<file path="src/rtl/wb_trap_ctrl.sv">
// wb_trap_ctrl: write-back stage trap sequencer.
// Takes one retiring instruction per cycle from WB. It ranks exceptions above
// mret and mret above interrupts. It then runs a fixed IDLE -> TRAP -> REDIRECT
// sequence that writes mcause/mtval/mepc/mstatus for one cycle and holds a PC
// redirect until the fetch controller acknowledges it.
// Optional feature macro: WB_TRAP_VECTORED_EN. When it is defined, an
// interrupt taken with mtvec mode 2'b01 vectors to base + 4*cause.
module wb_trap_ctrl #(
    parameter int XLEN    = 64,
    parameter int NUM_IRQ = 16
) (
    input  logic               clk,
    input  logic               rst,
    input  logic               wb_valid_i,
    output logic               wb_ready_o,
    input  logic [XLEN-1:0]    wb_pc_i,
    input  logic [31:0]        wb_instr_i,
    input  logic [9:0]         wb_excp_i,
    input  logic [XLEN-1:0]    wb_badaddr_i,
    input  logic [NUM_IRQ-1:0] irq_i,
    input  logic [NUM_IRQ-1:0] mie_rdata_i,
    input  logic               mstatus_mie_i,
    input  logic               mstatus_mpie_i,
    input  logic [XLEN-1:0]    mtvec_rdata_i,
    input  logic [XLEN-1:0]    mepc_rdata_i,
    output logic               commit_o,
    output logic [NUM_IRQ-1:0] mip_o,
    output logic               mcause_wen_o,
    output logic [XLEN-1:0]    mcause_wdata_o,
    output logic               mtval_wen_o,
    output logic [XLEN-1:0]    mtval_wdata_o,
    output logic               mepc_wen_o,
    output logic [XLEN-1:0]    mepc_wdata_o,
    output logic               mstatus_wen_o,
    output logic               mstatus_mie_o,
    output logic               mstatus_mpie_o,
    output logic               redirect_valid_o,
    output logic [XLEN-1:0]    redirect_pc_o,
    input  logic               redirect_ready_i
);

    typedef enum logic [1:0] {
        IDLE     = 2'b00,
        TRAP     = 2'b01,
        REDIRECT = 2'b10
    } state_t;

    // Exception bit positions in wb_excp_i.
    localparam int E_PC_MIS = 0;
    localparam int E_IF_BUS = 1;
    localparam int E_ILEGL  = 2;
    localparam int E_ECALL  = 3;
    localparam int E_EBREAK = 4;
    localparam int E_MRET   = 5;
    localparam int E_LD_MIS = 6;
    localparam int E_LD_BUS = 7;
    localparam int E_ST_MIS = 8;
    localparam int E_ST_BUS = 9;

    state_t            state_r, state_nxt_s;
    logic [NUM_IRQ-1:0] mip_r;
    logic              exc_any_s, take_mret_s, take_irq_s, accept_s, commit_s;
    logic [NUM_IRQ-1:0] pend_vec_s;
    logic              irq_pend_s;
    logic [5:0]        exc_code_s, irq_code_s;
    logic [XLEN-1:0]   exc_tval_s, base_s;
    logic [XLEN-1:0]   cause_s, tval_s, epc_s, target_s, target_r;

    // Lowest-numbered pending line wins; result is the interrupt cause code 16+idx.
    function automatic logic [5:0] irq_code_f(input logic [NUM_IRQ-1:0] p);
        logic [5:0] c;
        c = 6'd0;
        for (int i = NUM_IRQ - 1; i >= 0; i--) begin
            if (p[i]) begin
                c = 6'(16 + i);
            end else begin
                c = c;
            end
        end
        return c;
    endfunction

    assign exc_any_s   = |{wb_excp_i[9:6], wb_excp_i[4:0]};
    assign pend_vec_s  = mip_r & mie_rdata_i;
    assign irq_pend_s  = (|pend_vec_s) & mstatus_mie_i;
    assign irq_code_s  = irq_code_f(pend_vec_s);
    assign take_mret_s = !exc_any_s && wb_excp_i[E_MRET];
    assign take_irq_s  = !exc_any_s && !wb_excp_i[E_MRET] && irq_pend_s;
    assign accept_s    = (state_r == IDLE) && wb_valid_i &&
                         (exc_any_s || wb_excp_i[E_MRET] || irq_pend_s);
    assign commit_s    = (state_r == IDLE) && !rst && wb_valid_i &&
                         !exc_any_s && !wb_excp_i[E_MRET];
    // Mode bits are masked off instead of being sliced away.
    assign base_s      = mtvec_rdata_i & ~XLEN'(3);

    assign wb_ready_o  = (state_r == IDLE);
    assign commit_o    = commit_s;
    assign mip_o       = mip_r;

    // Fixed exception priority and the matching mtval source.
    always_comb begin
        exc_code_s = 6'd0;
        exc_tval_s = wb_badaddr_i;
        if (wb_excp_i[E_IF_BUS]) begin
            exc_code_s = 6'd1;
        end else if (wb_excp_i[E_PC_MIS]) begin
            exc_code_s = 6'd0;
        end else if (wb_excp_i[E_ILEGL]) begin
            exc_code_s = 6'd2;
            exc_tval_s = XLEN'(wb_instr_i);
        end else if (wb_excp_i[E_ECALL]) begin
            exc_code_s = 6'd11;
            exc_tval_s = '0;
        end else if (wb_excp_i[E_EBREAK]) begin
            exc_code_s = 6'd3;
            exc_tval_s = '0;
        end else if (wb_excp_i[E_LD_MIS]) begin
            exc_code_s = 6'd4;
        end else if (wb_excp_i[E_ST_MIS]) begin
            exc_code_s = 6'd6;
        end else if (wb_excp_i[E_LD_BUS]) begin
            exc_code_s = 6'd5;
        end else if (wb_excp_i[E_ST_BUS]) begin
            exc_code_s = 6'd7;
        end else begin
            exc_code_s = 6'd0;
        end
    end

    // Trap context for the instruction being accepted: cause, tval, epc and target.
    always_comb begin
        cause_s  = '0;
        tval_s   = '0;
        epc_s    = '0;
        target_s = base_s;
        if (take_mret_s) begin
            target_s = mepc_rdata_i;
        end else if (take_irq_s) begin
            cause_s  = {1'b1, {(XLEN-7){1'b0}}, irq_code_s};
            epc_s    = wb_pc_i + XLEN'(4);
`ifdef WB_TRAP_VECTORED_EN
            if (mtvec_rdata_i[1:0] == 2'b01) begin
                target_s = base_s + (XLEN'(irq_code_s) << 2);
            end else begin
                target_s = base_s;
            end
`else
            target_s = base_s;
`endif
        end else begin
            cause_s  = XLEN'(exc_code_s);
            tval_s   = exc_tval_s;
            epc_s    = wb_pc_i;
        end
    end

    // Next-state logic for the trap sequence.
    always_comb begin
        state_nxt_s = state_r;
        case (state_r)
            IDLE: begin
                if (accept_s) state_nxt_s = TRAP;
                else          state_nxt_s = IDLE;
            end
            TRAP:     state_nxt_s = REDIRECT;
            REDIRECT: begin
                if (redirect_ready_i) state_nxt_s = IDLE;
                else                  state_nxt_s = REDIRECT;
            end
            default:  state_nxt_s = IDLE;
        endcase
    end

    // State register.
    always_ff @(posedge clk or posedge rst) begin
        if (rst) state_r <= IDLE;
        else     state_r <= state_nxt_s;
    end

    // Interrupt lines are sampled every cycle regardless of state.
    always_ff @(posedge clk or posedge rst) begin
        if (rst) mip_r <= '0;
        else     mip_r <= irq_i;
    end

    // CSR write strobes and data: loaded on the accept edge and cleared after the TRAP cycle.
    always_ff @(posedge clk or posedge rst) begin
        if (rst) begin
            mcause_wen_o   <= 1'b0;
            mcause_wdata_o <= '0;
            mtval_wen_o    <= 1'b0;
            mtval_wdata_o  <= '0;
            mepc_wen_o     <= 1'b0;
            mepc_wdata_o   <= '0;
            mstatus_wen_o  <= 1'b0;
            mstatus_mie_o  <= 1'b0;
            mstatus_mpie_o <= 1'b0;
            target_r       <= '0;
        end else if (accept_s) begin
            mcause_wen_o   <= !take_mret_s;
            mcause_wdata_o <= cause_s;
            mtval_wen_o    <= !take_mret_s;
            mtval_wdata_o  <= tval_s;
            mepc_wen_o     <= !take_mret_s;
            mepc_wdata_o   <= epc_s;
            mstatus_wen_o  <= 1'b1;
            mstatus_mie_o  <= take_mret_s ? mstatus_mpie_i : 1'b0;
            mstatus_mpie_o <= take_mret_s ? 1'b1 : mstatus_mie_i;
            target_r       <= target_s;
        end else if (state_r == TRAP) begin
            mcause_wen_o   <= 1'b0;
            mcause_wdata_o <= '0;
            mtval_wen_o    <= 1'b0;
            mtval_wdata_o  <= '0;
            mepc_wen_o     <= 1'b0;
            mepc_wdata_o   <= '0;
            mstatus_wen_o  <= 1'b0;
            mstatus_mie_o  <= 1'b0;
            mstatus_mpie_o <= 1'b0;
        end
    end

    // Redirect handshake: raised when leaving TRAP, held until the controller accepts it.
    always_ff @(posedge clk or posedge rst) begin
        if (rst) begin
            redirect_valid_o <= 1'b0;
            redirect_pc_o    <= '0;
        end else if (state_r == TRAP) begin
            redirect_valid_o <= 1'b1;
            redirect_pc_o    <= target_r;
        end else if ((state_r == REDIRECT) && redirect_ready_i) begin
            redirect_valid_o <= 1'b0;
            redirect_pc_o    <= '0;
        end
    end

endmodule

</file>
<file path="config.mk">
export PLATFORM = sky130hd
export DESIGN_NAME = wb_trap_ctrl
export DESIGN_NICKNAME = d
export VERILOG_FILES = /design/src/rtl/wb_trap_ctrl.sv
export SDC_FILE = /design/constraint.sdc
export NUM_CORES = 1
export LEC_CHECK = 0
export CORE_AREA = 2 2 237 239
export CTS_BUF_LIST = sky130_fd_sc_hd__clkbuf_16
export CTS_CLUSTER_DIAMETER = 50
export DETAILED_ROUTE_END_ITERATION = 7
export DIE_AREA = 0 0 239 241
export PLACE_DENSITY_LB_ADDON = 0.3
export SYNTH_ARGS = -nofsm -noshare
export SYNTH_HDL_FRONTEND = slang
export SYNTH_SLANG_ARGS = --single-unit
</file>
<file path="constraint.sdc">
create_clock -name clk -period 12.05 [get_ports clk]
set_clock_uncertainty 0.1 [all_clocks]
set_input_delay 2.41 -clock clk [delete_from_list [all_inputs] [get_ports clk]]
set_output_delay 2.41 -clock clk [all_outputs]
set_load 0.05 [all_outputs]
</file>
# --- Word level (Yosys, flattened, before mapping) ---
# Index checks and enable logic that the tools add are counted.
op_classes:
  add_sub_neg: 1
  reduce_logical: 21
  muxes: 55
  n_eq_ne: 2
  n_bitwise: 2
op_table:
  columns: ["operator", "count"]
  rows:
  - ["two-way mux 64 bit", 18]
  - ["two-way mux 6 bit", 14]
  - ["adder 64 x 3 -> 64 bit, second input constant", 1]
  - ["AND 16 bit", 1]
  - ["two-way mux 4 bit", 4]
  - ["OR reduction 16 bit", 1]
  - ["two-way mux 3 bit", 5]
  - ["logical AND 1 bit", 10]
  - ["two-way mux 1 bit", 10]
  - ["two-way mux 5 bit", 2]
  - ["OR reduction 9 bit", 1]
  - ["one-hot mux 2 bit (3 select lines)", 1]
  - ["logical NOT 1 bit", 4]
  - ["nonzero test 2 bit", 2]
  - ["equality test 2 x 1 -> 1 bit, second input constant", 1]
  - ["equality test 2 bit, second input constant", 1]
  - ["logical NOT 2 bit", 1]
  - ["logical OR 1 bit", 2]
  - ["two-way mux 2 bit", 1]
  - ["AND 1 bit", 1]
word_totals:
  reg_bits: 343

# --- Depth between registers and ports, before layout ---
depth:
  word_depth: 20
  depth_mapped: 10

# --- Worst setup path after synthesis ---
# No wires, ideal clock.
synth_path:
  path_type: "input to output"
  from: "input wb_excp_i[6]"
  to: "output commit_o"
  cell_stages: 3
  t_required_ns: 9.540
  slack_ns: 5.139
  t_arrival_ns: 4.401
  path_buffers: 0
  path_cell_list: "nor4_1 > nand3_1 > nor4_1"
synth_between:
  elab_chain_cells: 4
synth_rtl:
  columns: ["element", "line_no", "rtl"]
  rows:
  - ["start: declaration", "18", "input logic [9:0] wb_excp_i,"]
  - ["OR reduction 9 bit", "83", "assign exc_any_s = |{wb_excp_i[9:6], wb_excp_i[4:0]};"]
  - ["logical NOT 1 bit", "92", "!exc_any_s && !wb_excp_i[E_MRET];"]
  - ["logical AND 1 bit", "91", "assign commit_s = (state_r == IDLE) && !rst && wb_valid_i &&"]
  - ["logical AND 1 bit", "92", null]
  - ["end: declaration", "26", "output logic commit_o,"]
# Every way passes these cells.

# --- Worst setup path in the final report ---
# Same ends and word-level chain as after synthesis.

==> results.md <==
Global routing:
- The all-layer global routing usage is 0.1648.
- The number of antenna violations at the first check in global routing was 6.
- The global-route wire length before repair is 72430 microns.
- The via count of the first global-routing pass is 11780.
- The maximum number of pins on one net before global-route repair is 144.
- The leftover overflow at the end of global routing is 0.

Floorplanning:
- The overall die height is 241 microns.
- The top-level I/O count is 617.
- The area of the die is 57600 sq um.
- The placeable core region is 54880 sq um.
- For this configuration, the core starts out at a cell density of 0.2326.
- The die span in x is 239 microns.
- In this run the core area contains 86 standard-cell rows.

Critical path:
- The data arrival time of the worst path is 5.10 ns.
- The family of cells with the greatest summed delay on the critical path is buffers and inverters.
- The kind of end point of the critical path is a primary output.
- The worst register-to-register path begins at mip_o[8]$_DFF_PP0_.
- The critical setup path kind is primary input to primary output.
- The endpoint of the worst register-to-register path is mtval_wdata_o[32]$_DFFE_PP0P_.
- The critical path depth in cells is 5.
- The startpoint kind of the worst setup timing path is a primary input.
- The critical path goes through clkdlybuf4s50_1 -> nor4_1 -> nand3_1 -> nor4_1 -> clkdlybuf4s50_1.
- The number of cells on the worst reg-to-reg path is 7.
- In this run the register-to-register setup slack is 8.13 ns.
- The cell with the largest stage delay on the worst path is sky130_fd_sc_hd__clkdlybuf4s50_1.
- Counting both buffers and inverters, the worst setup path holds a total of 2.
- The highest cell delay on the worst timing path is 1.03 ns.
- The required time at the endpoint of the critical path is 9.54 ns.
- Of all nets on the critical path, the largest fanout is 4.
- The most critical setup path has its startpoint at wb_excp_i[6].

Synthesis:
- The post-synthesis register bit count is 285.
- Yosys printed 0 warnings.
- The synthesized instance count is 1231.
- The dominant synthesized flop cell is sky130_fd_sc_hd__dfrtp_1.
- After synthesis the cells add up to 12770 sq um.
- The number of synthesized flops with an enable pin is 0.
- The share of the Yosys chip area taken by registers is 0.5587.
- The number of unique standard cell types used by synthesis is 56.
- After synthesis, the mean cell area works out to 10.37 sq um.
- For this run, asynchronously set or reset flops after synthesis account for 1.000.

Hold path:
- The worst hold path begins at mepc_wdata_o[10]$_DFFE_PP0P_.
- The end point of the worst hold path is mepc_wdata_o[10]$_DFFE_PP0P_.
- The worst hold path passes through 2 cells.
- The worst hold path belongs to the class flop to flop.

Placed design:
- The post-detailed-placement half-perimeter wirelength is 35670 microns.
- The final weighted congestion in routability-driven placement is 0.8440.
- The quantity of I/O buffers inserted on ports is 556.
- The cell count after placement is 2424.

Clock network:
- In this run the number of H-tree levels came out at 2.
- The clock-pin slew on the worst setup and hold paths is 0.04 ns.
- The clock insertion delay at the later pin of the skew report is 0.55 ns.
- The clock root buffer is sky130_fd_sc_hd__clkbuf_16.
- Gates resized during post-CTS repair numbered 0.
- The number of sinks on the clock net is 285.
- TritonCTS built the clock tree.
- For this design, the CTS-stage hold fixing added 0 buffers.
- TritonCTS created 43 clock buffers.
- The number of setup buffers added after CTS is 0.
- The maximum clock insertion buffer count is 3.

Power and ir drop:
- Summed over all cells, the static leakage comes to 0.008336 uW.
- The worst vdd rail ir drop is 0.1564 mV.
- Dividing total power by cell area gives a power density of 283.7 nW/um^2.
- The total power is 5743 uW.

Route:
- The routed length per instance is 19.76 microns.
- After detailed routing, the total wire length is 49440 microns.
- In this run, the number of DRC markers left after iteration 0 of detailed routing was 656.
- The number of DRC violations after detailed routing is 0.
- The number of vias after detailed routing is 11530.
- For this run, the detailed router's first-pass iteration total came to 6.
- The average via count per standard cell is 4.607.
- The count of nets left with antenna violations after detail routing is 0.

Finish:
- Excluding fillers, the count of instances in the completed layout stands at 2502.
- Counting the fill cells in the layout gives 5448.
- The flip-flop and latch area is 7132 sq um.
- The area of combinational cells with multiple inputs is 4990 sq um.
- In the layout the commonest cells are 556 x sky130_fd_sc_hd__clkdlybuf4s50_1, 285 x sky130_fd_sc_hd__dfrtp_1, 150 x sky130_fd_sc_hd__nor2_1.
- The net count of the finished layout is 2102.
- In the final layout, the share of cells above drive strength 1 is 0.05451.
- Leaving out fill and tap cells, the most frequent cell in the layout is sky130_fd_sc_hd__clkdlybuf4s50_1.
- Compared with the post-synthesis result, the final layout area differs by 58.55%.
- The number of antenna diodes in the final layout is 0.

STA:
- The final period demand of the worst path is 7.609 ns.
- The setup TNS after final layout is 0 ns.
- The number of max-slew violations in the final report came to 0.
- The number of hold-slack violations in the final timing report is 0.
- Dividing the final minimum period by the clock period gives 0.6314.
- The transition time at the pin with the least slew margin is 1.062 ns.
- The headroom to the max-slew limit is 0.2919.
- Setup repair after global routing left no endpoint under its margin.
- The final setup violation count is 0.
- Timing would allow up to 131.4 MHz.

Status:
- The run finished with clean final reports.

Job:
- The max-capacitance violation count is 0.
-- final cells by class --
cell class                 count  area share
multi-input combinational    845      0.2465
tap                          704     0.04352
timing repair buffer         570      0.2802
sequential                   285      0.3524
clock buffer                  43     0.05316
clock inverter                35     0.02021
inverter                      20    0.004080
-- cells by family (layout without fill, tap and decap cells) --
kind of cell | after synthesis | in the layout | synth area share
XOR/XNOR | 58 | 58 | 0.03979
AO/OA/AOI/OAI | 323 | 323 | 0.1821
adder cells (fa/ha/maj) | 1 | 1 | 0.0009799
AND/OR/NAND/NOR | 404 | 404 | 0.1466
other | 1 | 58 | 0.0002937
buffers and inverters | 158 | 668 | 0.07076
flip-flops | 285 | 285 | 0.5587
multiplexers | 1 | 1 | 0.0007841
-- cells in the mapped netlist, types with 2 or more instances --
| library cell | count | area share |
|---|---|---|
| sky130_fd_sc_hd__a21o_1 | 3 | 0.0018 |
| sky130_fd_sc_hd__a21oi_1 | 7 | 0.0027 |
| sky130_fd_sc_hd__a221o_1 | 18 | 0.014 |
| sky130_fd_sc_hd__a22o_1 | 102 | 0.070 |
| sky130_fd_sc_hd__a22oi_1 | 21 | 0.012 |
| sky130_fd_sc_hd__a311oi_1 | 2 | 0.0014 |
| sky130_fd_sc_hd__a32o_1 | 2 | 0.0016 |
| sky130_fd_sc_hd__a32oi_1 | 3 | 0.0021 |
| sky130_fd_sc_hd__and2_1 | 4 | 0.0020 |
| sky130_fd_sc_hd__and3_1 | 24 | 0.012 |
| sky130_fd_sc_hd__and4_1 | 8 | 0.0055 |
| sky130_fd_sc_hd__buf_2 | 29 | 0.011 |
| sky130_fd_sc_hd__buf_4 | 65 | 0.038 |
| sky130_fd_sc_hd__buf_6 | 4 | 0.0035 |
| sky130_fd_sc_hd__clkbuf_1 | 40 | 0.012 |
| sky130_fd_sc_hd__dfrtp_1 | 285 | 0.56 |
| sky130_fd_sc_hd__inv_1 | 20 | 0.0059 |
| sky130_fd_sc_hd__nand2_1 | 110 | 0.032 |
| sky130_fd_sc_hd__nand3_1 | 27 | 0.011 |
| sky130_fd_sc_hd__nand4_1 | 9 | 0.0044 |
| sky130_fd_sc_hd__nor2_1 | 150 | 0.044 |
| sky130_fd_sc_hd__nor2b_1 | 6 | 0.0029 |
| sky130_fd_sc_hd__nor3_1 | 36 | 0.014 |
| sky130_fd_sc_hd__nor3b_1 | 3 | 0.0018 |
| sky130_fd_sc_hd__nor4_1 | 12 | 0.0059 |
| sky130_fd_sc_hd__nor4b_2 | 2 | 0.0024 |
| sky130_fd_sc_hd__o2111ai_1 | 3 | 0.0021 |
| sky130_fd_sc_hd__o21a_1 | 2 | 0.0012 |
| sky130_fd_sc_hd__o21ai_0 | 78 | 0.031 |
| sky130_fd_sc_hd__o21ai_1 | 7 | 0.0027 |
| sky130_fd_sc_hd__o22ai_1 | 64 | 0.031 |
| sky130_fd_sc_hd__o31ai_1 | 3 | 0.0018 |
| sky130_fd_sc_hd__or3_1 | 2 | 0.00098 |
| sky130_fd_sc_hd__or4_4 | 2 | 0.0018 |
| sky130_fd_sc_hd__xnor2_1 | 57 | 0.039 |
-- metrics by stage --
step                      setup WS, ns  utilization  hold WS, ns  area [sq um]
after floorplan                  1.676            -       0.3669         12980
after global placement           4.461       0.3418       0.3617         18760
after detailed placement         4.456       0.3418       0.3645         18760
after CTS                        4.454       0.3688       0.3780         20240
after global routing             4.248       0.3688       0.3976         20240
final                            4.441       0.3688       0.3729         20240
-- worst max-delay path by stage --
stage / endpoint / slack, ns
finish: commit_o / 4.44
global route: commit_o / 4.25
CTS: commit_o / 4.45
detailed placement: commit_o / 4.46
global placement: commit_o / 4.46
floorplan: mcause_wdata_o[0]$_DFFE_PP0P_ / 1.68
-- worst reg2reg max path: stages, from the launching register on --
cell,delay (ns)
sky130_fd_sc_hd__dfrtp_1,0.40
sky130_fd_sc_hd__a22o_1,0.28
sky130_fd_sc_hd__or4_1,0.74
sky130_fd_sc_hd__o21a_1,0.33
sky130_fd_sc_hd__o41ai_2,0.22
sky130_fd_sc_hd__buf_4,0.59
sky130_fd_sc_hd__buf_4,0.86
sky130_fd_sc_hd__a22o_1,0.34
-- per-layer routing --
layer,part of all wire,global-route usage
met3,0.094,0.06142
met2,0.49,0.2879
met4,0.017,0.03939
met5,0.0013,0
met1,0.39,0.1911
-- where the power goes --
group	internal (uW)	total (uW)	switching, uW
clock	812	1300	487
sequential	1380	1610	233
combinational	938	2830	1890
total	3130	5740	2610
-- state kept, by name (all words and copies together) (netlist names), 2 cells and up --
name	flops
mcause_wdata_o	6
mip_o	16
mepc_wdata_o	64
target_r	64
redirect_pc_o	64
mtval_wdata_o	64
state_r	2
No activity file was read; power rests on OpenSTA's default activity.
